**src/rtl/uncached_store_queue.sv**
```systemverilog
// rtl/uncached_store_queue.sv - in-order uncached store queue feeding the SRAM write buffer
// Optional feature macro: UNCACHED_STORE_MERGE_EN (merge same-word stores into the tail entry).
// o_sram_req packing: {addr[31:0], len[7:0], size[2:0], wen[3:0]}.
module uncached_store_queue #(
  parameter int QUEUE_DEPTH     = 4,
  parameter int OUTSTANDING_MAX = 7
) (
  input  logic        i_clk,
  input  logic        i_rst_n,
  input  logic        i_st_valid,
  output logic        o_st_ready,
  input  logic [31:0] i_st_addr,
  input  logic [3:0]  i_st_wen,
  input  logic [31:0] i_st_data,
  input  logic        i_load_valid,
  input  logic [31:0] i_load_addr,
  output logic        o_load_block,
  input  logic        i_sync,
  output logic        o_sync_done,
  input  logic        i_sram_full,
  input  logic        i_sram_end,
  output logic        o_sram_we,
  output logic [46:0] o_sram_req,
  output logic [31:0] o_sram_data,
  output logic        o_idle
);

  localparam int PTR_W = $clog2(QUEUE_DEPTH);
  localparam int CNT_W = PTR_W + 1;
  localparam int OUT_W = $clog2(OUTSTANDING_MAX + 1);
  localparam logic [CNT_W-1:0] DEPTH_C   = CNT_W'(QUEUE_DEPTH);
  localparam logic [OUT_W-1:0] OUT_MAX_C = OUT_W'(OUTSTANDING_MAX);

  typedef enum logic [1:0] {RUN, DRAIN, DONE} state_t;

  state_t           state;
  logic [PTR_W-1:0] rd_ptr;
  logic [PTR_W-1:0] wr_ptr;
  logic [CNT_W-1:0] count;
  logic [CNT_W-1:0] count_next;
  logic [OUT_W-1:0] outstanding;
  logic [OUT_W-1:0] out_next;

  logic [29:0] q_addr [QUEUE_DEPTH];
  logic [3:0]  q_wen  [QUEUE_DEPTH];
  logic [31:0] q_data [QUEUE_DEPTH];

  logic             head_valid;
  logic             issue;
  logic             merge_hit;
  logic             accept;
  logic             push;
  logic [PTR_W-1:0] off [QUEUE_DEPTH];
  logic [QUEUE_DEPTH-1:0] entry_valid;
  logic             addr_hit;

  // Low address bits are implied by the strobes and never needed from the inputs.
  logic unused_low_bits;
  assign unused_low_bits = ^{i_st_addr[1:0], i_load_addr[1:0]};

  function automatic logic [2:0] size_of(input logic [3:0] wen);
    case (wen)
      4'b0011, 4'b1100:                   size_of = 3'd1;
      4'b0001, 4'b0010, 4'b0100, 4'b1000: size_of = 3'd0;
      default:                            size_of = 3'd2;
    endcase
  endfunction

  function automatic logic [1:0] low_off(input logic [3:0] wen);
    if (wen[0])      low_off = 2'd0;
    else if (wen[1]) low_off = 2'd1;
    else if (wen[2]) low_off = 2'd2;
    else             low_off = 2'd3;
  endfunction

  assign head_valid = (count != '0);
  assign issue      = head_valid && !i_sram_full && (outstanding < OUT_MAX_C);
  assign o_sram_we  = issue;

`ifdef UNCACHED_STORE_MERGE_EN
  logic [PTR_W-1:0] tail_ptr;
  assign tail_ptr  = wr_ptr - PTR_W'(1);
  // The tail is only safe to merge into if it is not leaving the queue this cycle.
  assign merge_hit = head_valid && (q_addr[tail_ptr] == i_st_addr[31:2]) &&
                     !(issue && (count == CNT_W'(1)));
`else
  assign merge_hit = 1'b0;
`endif

  assign o_st_ready = (state == RUN) && ((count < DEPTH_C) || merge_hit);
  assign accept     = i_st_valid && o_st_ready;
  assign push       = accept && !merge_hit;
  assign o_idle     = (count == '0) && (outstanding == '0);

  // Present the head entry as a single-beat write request; zero when empty.
  always_comb begin
    o_sram_req  = '0;
    o_sram_data = '0;
    if (head_valid) begin
      o_sram_req  = {q_addr[rd_ptr], low_off(q_wen[rd_ptr]), 8'd0,
                     size_of(q_wen[rd_ptr]), q_wen[rd_ptr]};
      o_sram_data = q_data[rd_ptr];
    end
  end

  // Word-address match against every live queue entry for the load hazard.
  always_comb begin
    addr_hit    = 1'b0;
    entry_valid = '0;
    for (int i = 0; i < QUEUE_DEPTH; i++) begin
      off[i]         = PTR_W'(i) - rd_ptr;
      entry_valid[i] = ({1'b0, off[i]} < count);
      if (entry_valid[i] && (q_addr[i] == i_load_addr[31:2])) addr_hit = 1'b1;
    end
  end

  assign o_load_block = i_load_valid && (addr_hit || (outstanding != '0));

  // Next-state values for occupancy and outstanding stores.
  always_comb begin
    count_next = count;
    if (push && !issue)      count_next = count + CNT_W'(1);
    else if (issue && !push) count_next = count - CNT_W'(1);
    out_next = outstanding;
    if (issue && !i_sram_end)                             out_next = outstanding + OUT_W'(1);
    else if (!issue && i_sram_end && outstanding != '0)   out_next = outstanding - OUT_W'(1);
  end

  // Queue pointers, occupancy and outstanding counter.
  always_ff @(posedge i_clk) begin
    if (!i_rst_n) begin
      rd_ptr      <= '0;
      wr_ptr      <= '0;
      count       <= '0;
      outstanding <= '0;
    end else begin
      if (push)  wr_ptr <= wr_ptr + PTR_W'(1);
      if (issue) rd_ptr <= rd_ptr + PTR_W'(1);
      count       <= count_next;
      outstanding <= out_next;
    end
  end

  // Entry storage: new entries at the tail, or byte-merge into the tail.
  always_ff @(posedge i_clk) begin
    if (push) begin
      q_addr[wr_ptr] <= i_st_addr[31:2];
      q_wen[wr_ptr]  <= i_st_wen;
      q_data[wr_ptr] <= i_st_data;
    end
`ifdef UNCACHED_STORE_MERGE_EN
    else if (accept) begin
      q_wen[tail_ptr] <= q_wen[tail_ptr] | i_st_wen;
      for (int b = 0; b < 4; b++) begin
        if (i_st_wen[b]) q_data[tail_ptr][8*b +: 8] <= i_st_data[8*b +: 8];
      end
    end
`endif
  end

  // Sync FSM: drain everything, pulse done once, resume accepting.
  always_ff @(posedge i_clk) begin
    if (!i_rst_n) begin
      state       <= RUN;
      o_sync_done <= 1'b0;
    end else begin
      o_sync_done <= 1'b0;
      case (state)
        RUN: if (i_sync) state <= DRAIN;
        DRAIN: begin
          if ((count_next == '0) && (out_next == '0)) begin
            state       <= DONE;
            o_sync_done <= 1'b1;
          end
        end
        DONE:    state <= i_sync ? DRAIN : RUN;
        default: state <= RUN;
      endcase
    end
  end

endmodule
```
**config.mk**
```make
export PLATFORM = sky130hd
export DESIGN_NAME = uncached_store_queue
export DESIGN_NICKNAME = d
export VERILOG_FILES = /design/src/rtl/uncached_store_queue.sv
export SDC_FILE = /design/constraint.sdc
export NUM_CORES = 1
export LEC_CHECK = 0
export ABC_AREA = 0
export CAP_MARGIN = 20
export CORE_UTILIZATION = 38
export DETAILED_ROUTE_END_ITERATION = 10
export HOLD_SLACK_MARGIN = 0.05
export SYNTH_ARGS = -nofsm -noshare
export SYNTH_HDL_FRONTEND = slang
export SYNTH_SLANG_ARGS = --single-unit
```
**constraint.sdc**
```tcl
create_clock -name i_clk -period 4.6 [get_ports i_clk]
set_clock_uncertainty 0.2 [all_clocks]
set_input_delay 0.46 -clock i_clk [delete_from_list [all_inputs] [get_ports i_clk]]
set_output_delay 0.46 -clock i_clk [all_outputs]
set_load 0.005 [all_outputs]
```
==> qor.yml <==
status:
  status: "complete, no violations"
drt:
  via_per_inst: 5.00
  wirelength_mm: 29.7
  drtIter0Drc: 473
  ant_nets: 0
  wl_per_cell_um: 21.4
  drc_errors: 0
  vias: 6922
  first_pass_iters: 4
synth:
  yosys_warnings: 0
  ys_types: 50
  syn_inst: 730
  synth_top_area_share_pct: 63.5
  avgSynthCellArea_um2: 17.1
  synth_area_leaders: "edfxtp_1, mux4_2, xor2_1"
  synth_top_area_cell: "edfxtp_1"
  synth-seq-cells: 279
  synth_edf_count: 264
  ys_seq_area_share_pct: 66.0
  async_reset_ff_share_pct: 0
  synth_ff_type: "edfxtp_1"
  netlist_area_um2: 12500
clock_network:
  cts_made_buffers: 31
  ctsHoldBuffers: 0
  cts_htree_levels: 1
  cts_buffer_depth: 3
  clk_latency_ns: 0.54
  tritoncts: "built"
  cts_setup_buffers: 0
  numClockSinks: 279
  cts.clk_slew.worst_paths_ns: 0.06
  clockRootBuffer: "clkbuf_16"
  post_cts_resized: 0
timing:
  tightest_slew_ns: 0.800
  relSlewSlack_pct: 46.7
  grt_setup_unrepaired: "no"
  period_share_pct: 84.3
  tns_ns: 0
  worst_hold_slack_ns: 0.310
  slew_viol_final: 0
  hold_viol_final: 0
  max_freq_ghz: 0.258
  setup_viol: 0
  layout_min_cycle_time_ns: 3.88
floorplan:
  boundaryPins: 191
  die_w_um: 183
  dieHeight_um: 183
  core_um2: 32000
  rows: 65
  floorplan.initialDensity_pct: 39.0
  die_area_um2: 33600
global_routing:
  grt-busiest-layer: "met2"
  antenna_found_initial: 3
  grt_max_degree: 53
  grt_util_met2_pct: 30.0
  gr-usage-all-layers_pct: 18.2
  use_met3_pct: 4.37
  grt_overflow: 0
  grt_pass1_vias: 7477
  grt_pass1_wl_mm: 44.8
  use_met1_pct: 24.1
layout:
  area_growth_pct: 26.0
  fin_cells: 1385
  drive_above_1_share_pct: 14.5
  final_nets: 1044
setup_path:
  cp-start-kind: "register"
  cp_max_fo: 8
  critPathKind: "register to output port"
  path_cells: "clkinv_1 > a2111oi_0 > nand3_1 > a21boi_0 > clkdlybuf4s50_1"
  worstPathRequired_ns: 3.94
  worst_path_largest_cell_delay_ns: 0.66
  end_kind: "output port"
  cp_slowest_cell: "a2111oi_0"
  arrival_ns: 3.22
placement:
  port_buffers: 177
  dp_cells: 1325
  place.gp.congestion: 0.857
  hpwl_mm: 19.8
power_and_ir_drop:
  p_leak_nw: 5.13
  power_density_nw_per_um2: 569
  peakVddDrop_v: 0.000365
flow_run:
  cap_violations: 0
worst_hold_path:
  hold_class: "register to register"
[final timing paths]
| path | from | end | slack [ns] | depth (start not counted) |
|---|---|---|---|---|
| worst max-delay path | count[2]$_SDFF_PN0_ | o_load_block | 0.72 | 5 |
| worst min-delay path | wr_ptr[1]$_SDFFE_PN0P_ | wr_ptr[1]$_SDFFE_PN0P_ | 0.31 | 2 |
| worst max register to register | count[0]$_SDFF_PN0_ | state[0]$_SDFFE_PN0P_ | 1.32 | 9 |
| worst min register to register | wr_ptr[1]$_SDFFE_PN0P_ | wr_ptr[1]$_SDFFE_PN0P_ | 0.31 | 2 |
[layout by cell type, fill, tap and decap left out, drive strengths merged, types with 2 or more instances in the layout]
master / netlist / final
dfxtp: 15 / 15
o31ai: 2 / 2
nand2b: 2 / 2
nor3: 10 / 10
o21ai: 3 / 3
clkdlybuf4s50: 0 / 177
nand3: 6 / 6
a21oi: 5 / 5
inv: 11 / 13
clkinv: 1 / 16
conb: 1 / 9
clkbuf: 16 / 40
nor4: 28 / 28
xnor2: 16 / 16
mux4: 67 / 67
nor2: 7 / 7
edfxtp: 264 / 264
a21boi: 6 / 6
o211ai: 2 / 2
mux2i: 2 / 2
ha: 14 / 14
nand2: 13 / 13
nor2b: 4 / 4
nand4: 10 / 10
xor2: 110 / 110
and2: 77 / 77
buf: 19 / 10
or3: 2 / 2
diode: 0 / 2
a31oi: 2 / 2
[worst max-delay path, delay by kind of cell (launching register included)]
kind | cells | cell delay, ns
simple gates | 1 | 0.13
flops | 1 | 0.58
compound gates | 2 | 1.02
buf+inv | 2 | 0.95
[per-stage QoR]
step / total power, W / setup WS, ns / utilization, % / cell area, µm²
after floorplan: 0.00519 / 1.39 / - / 12500
after global placement: 0.00680 / 0.717 / 46.3 / 14800
after detailed placement: 0.00681 / 0.757 / 46.3 / 14800
after CTS: 0.00908 / 0.668 / 49.2 / 15700
after global routing: 0.00945 / 0.525 / 49.2 / 15700
final: 0.00895 / 0.723 / 49.2 / 15700
[synth_stat cells (2+ instances only)]
master    number
edfxtp_1     264
and2_1        75
xnor2_1       16
buf_2          6
nand3_1        6
buf_4         10
clkbuf_1      14
and2_2         2
nand2b_1       2
nand4_1       10
a31oi_1        2
ha_1          14
dfxtp_1       15
nor2_1         7
nor4_1        28
o21ai_0        3
mux2i_1        2
nor3_1        10
o31ai_1        2
o211ai_1       2
mux4_2        67
inv_1         11
a21boi_0       6
a21oi_1        5
buf_1          3
nor2b_1        3
nand2_1       13
xor2_1       110
[kinds of logic (layout without fill, tap and decap cells)]
family / count (synthesis) / after routing / synth area share [%]
and+or+nand+nor: 166 / 166 / 8.00
AOI/OAI and AO/OA: 27 / 27 / 1.55
xor gates and xnor gates: 126 / 126 / 8.85
other: 1 / 11 / 0.0301
muxes: 70 / 70 / 12.3
buffers and inverters: 47 / 257 / 1.87
DFF: 279 / 279 / 66.0
adders and majority gates: 14 / 14 / 1.40
[power by group]
| group | leakage (nW) | internal, W | switching, W |
|---|---|---|---|
| Combinational | 2.15 | 0.00178 | 0.00151 |
| Clock | 0.456 | 0.00129 | 0.000957 |
| Sequential | 2.53 | 0.00321 | 0.000202 |
[sequential cells by signal (all words and copies together) (netlist names), named ones only]
signal,flops
q_data,128
outstanding,3
count,3
q_wen,16
o_sync_done,1
rd_ptr,2
state,2
wr_ptr,2
q_addr,120
[cell type report]
class	instances	area, µm²
fillers	2765	16200
flip-flops and latches	279	8240
multi-input cells	412	4060
repair buffers	187	1910
clock buffers	40	810
well taps	435	544
clock inverters	18	113
inverters	12	45.0
diodes	2	5.00
[layer usage]
layer	part of all wire, %	up-vias
met3	6.5	32
met5	0.057	-
met4	1.4	2
met2	48	208
li1	-	3186
met1	44	3494
Power figures use the tool's default switching activity.
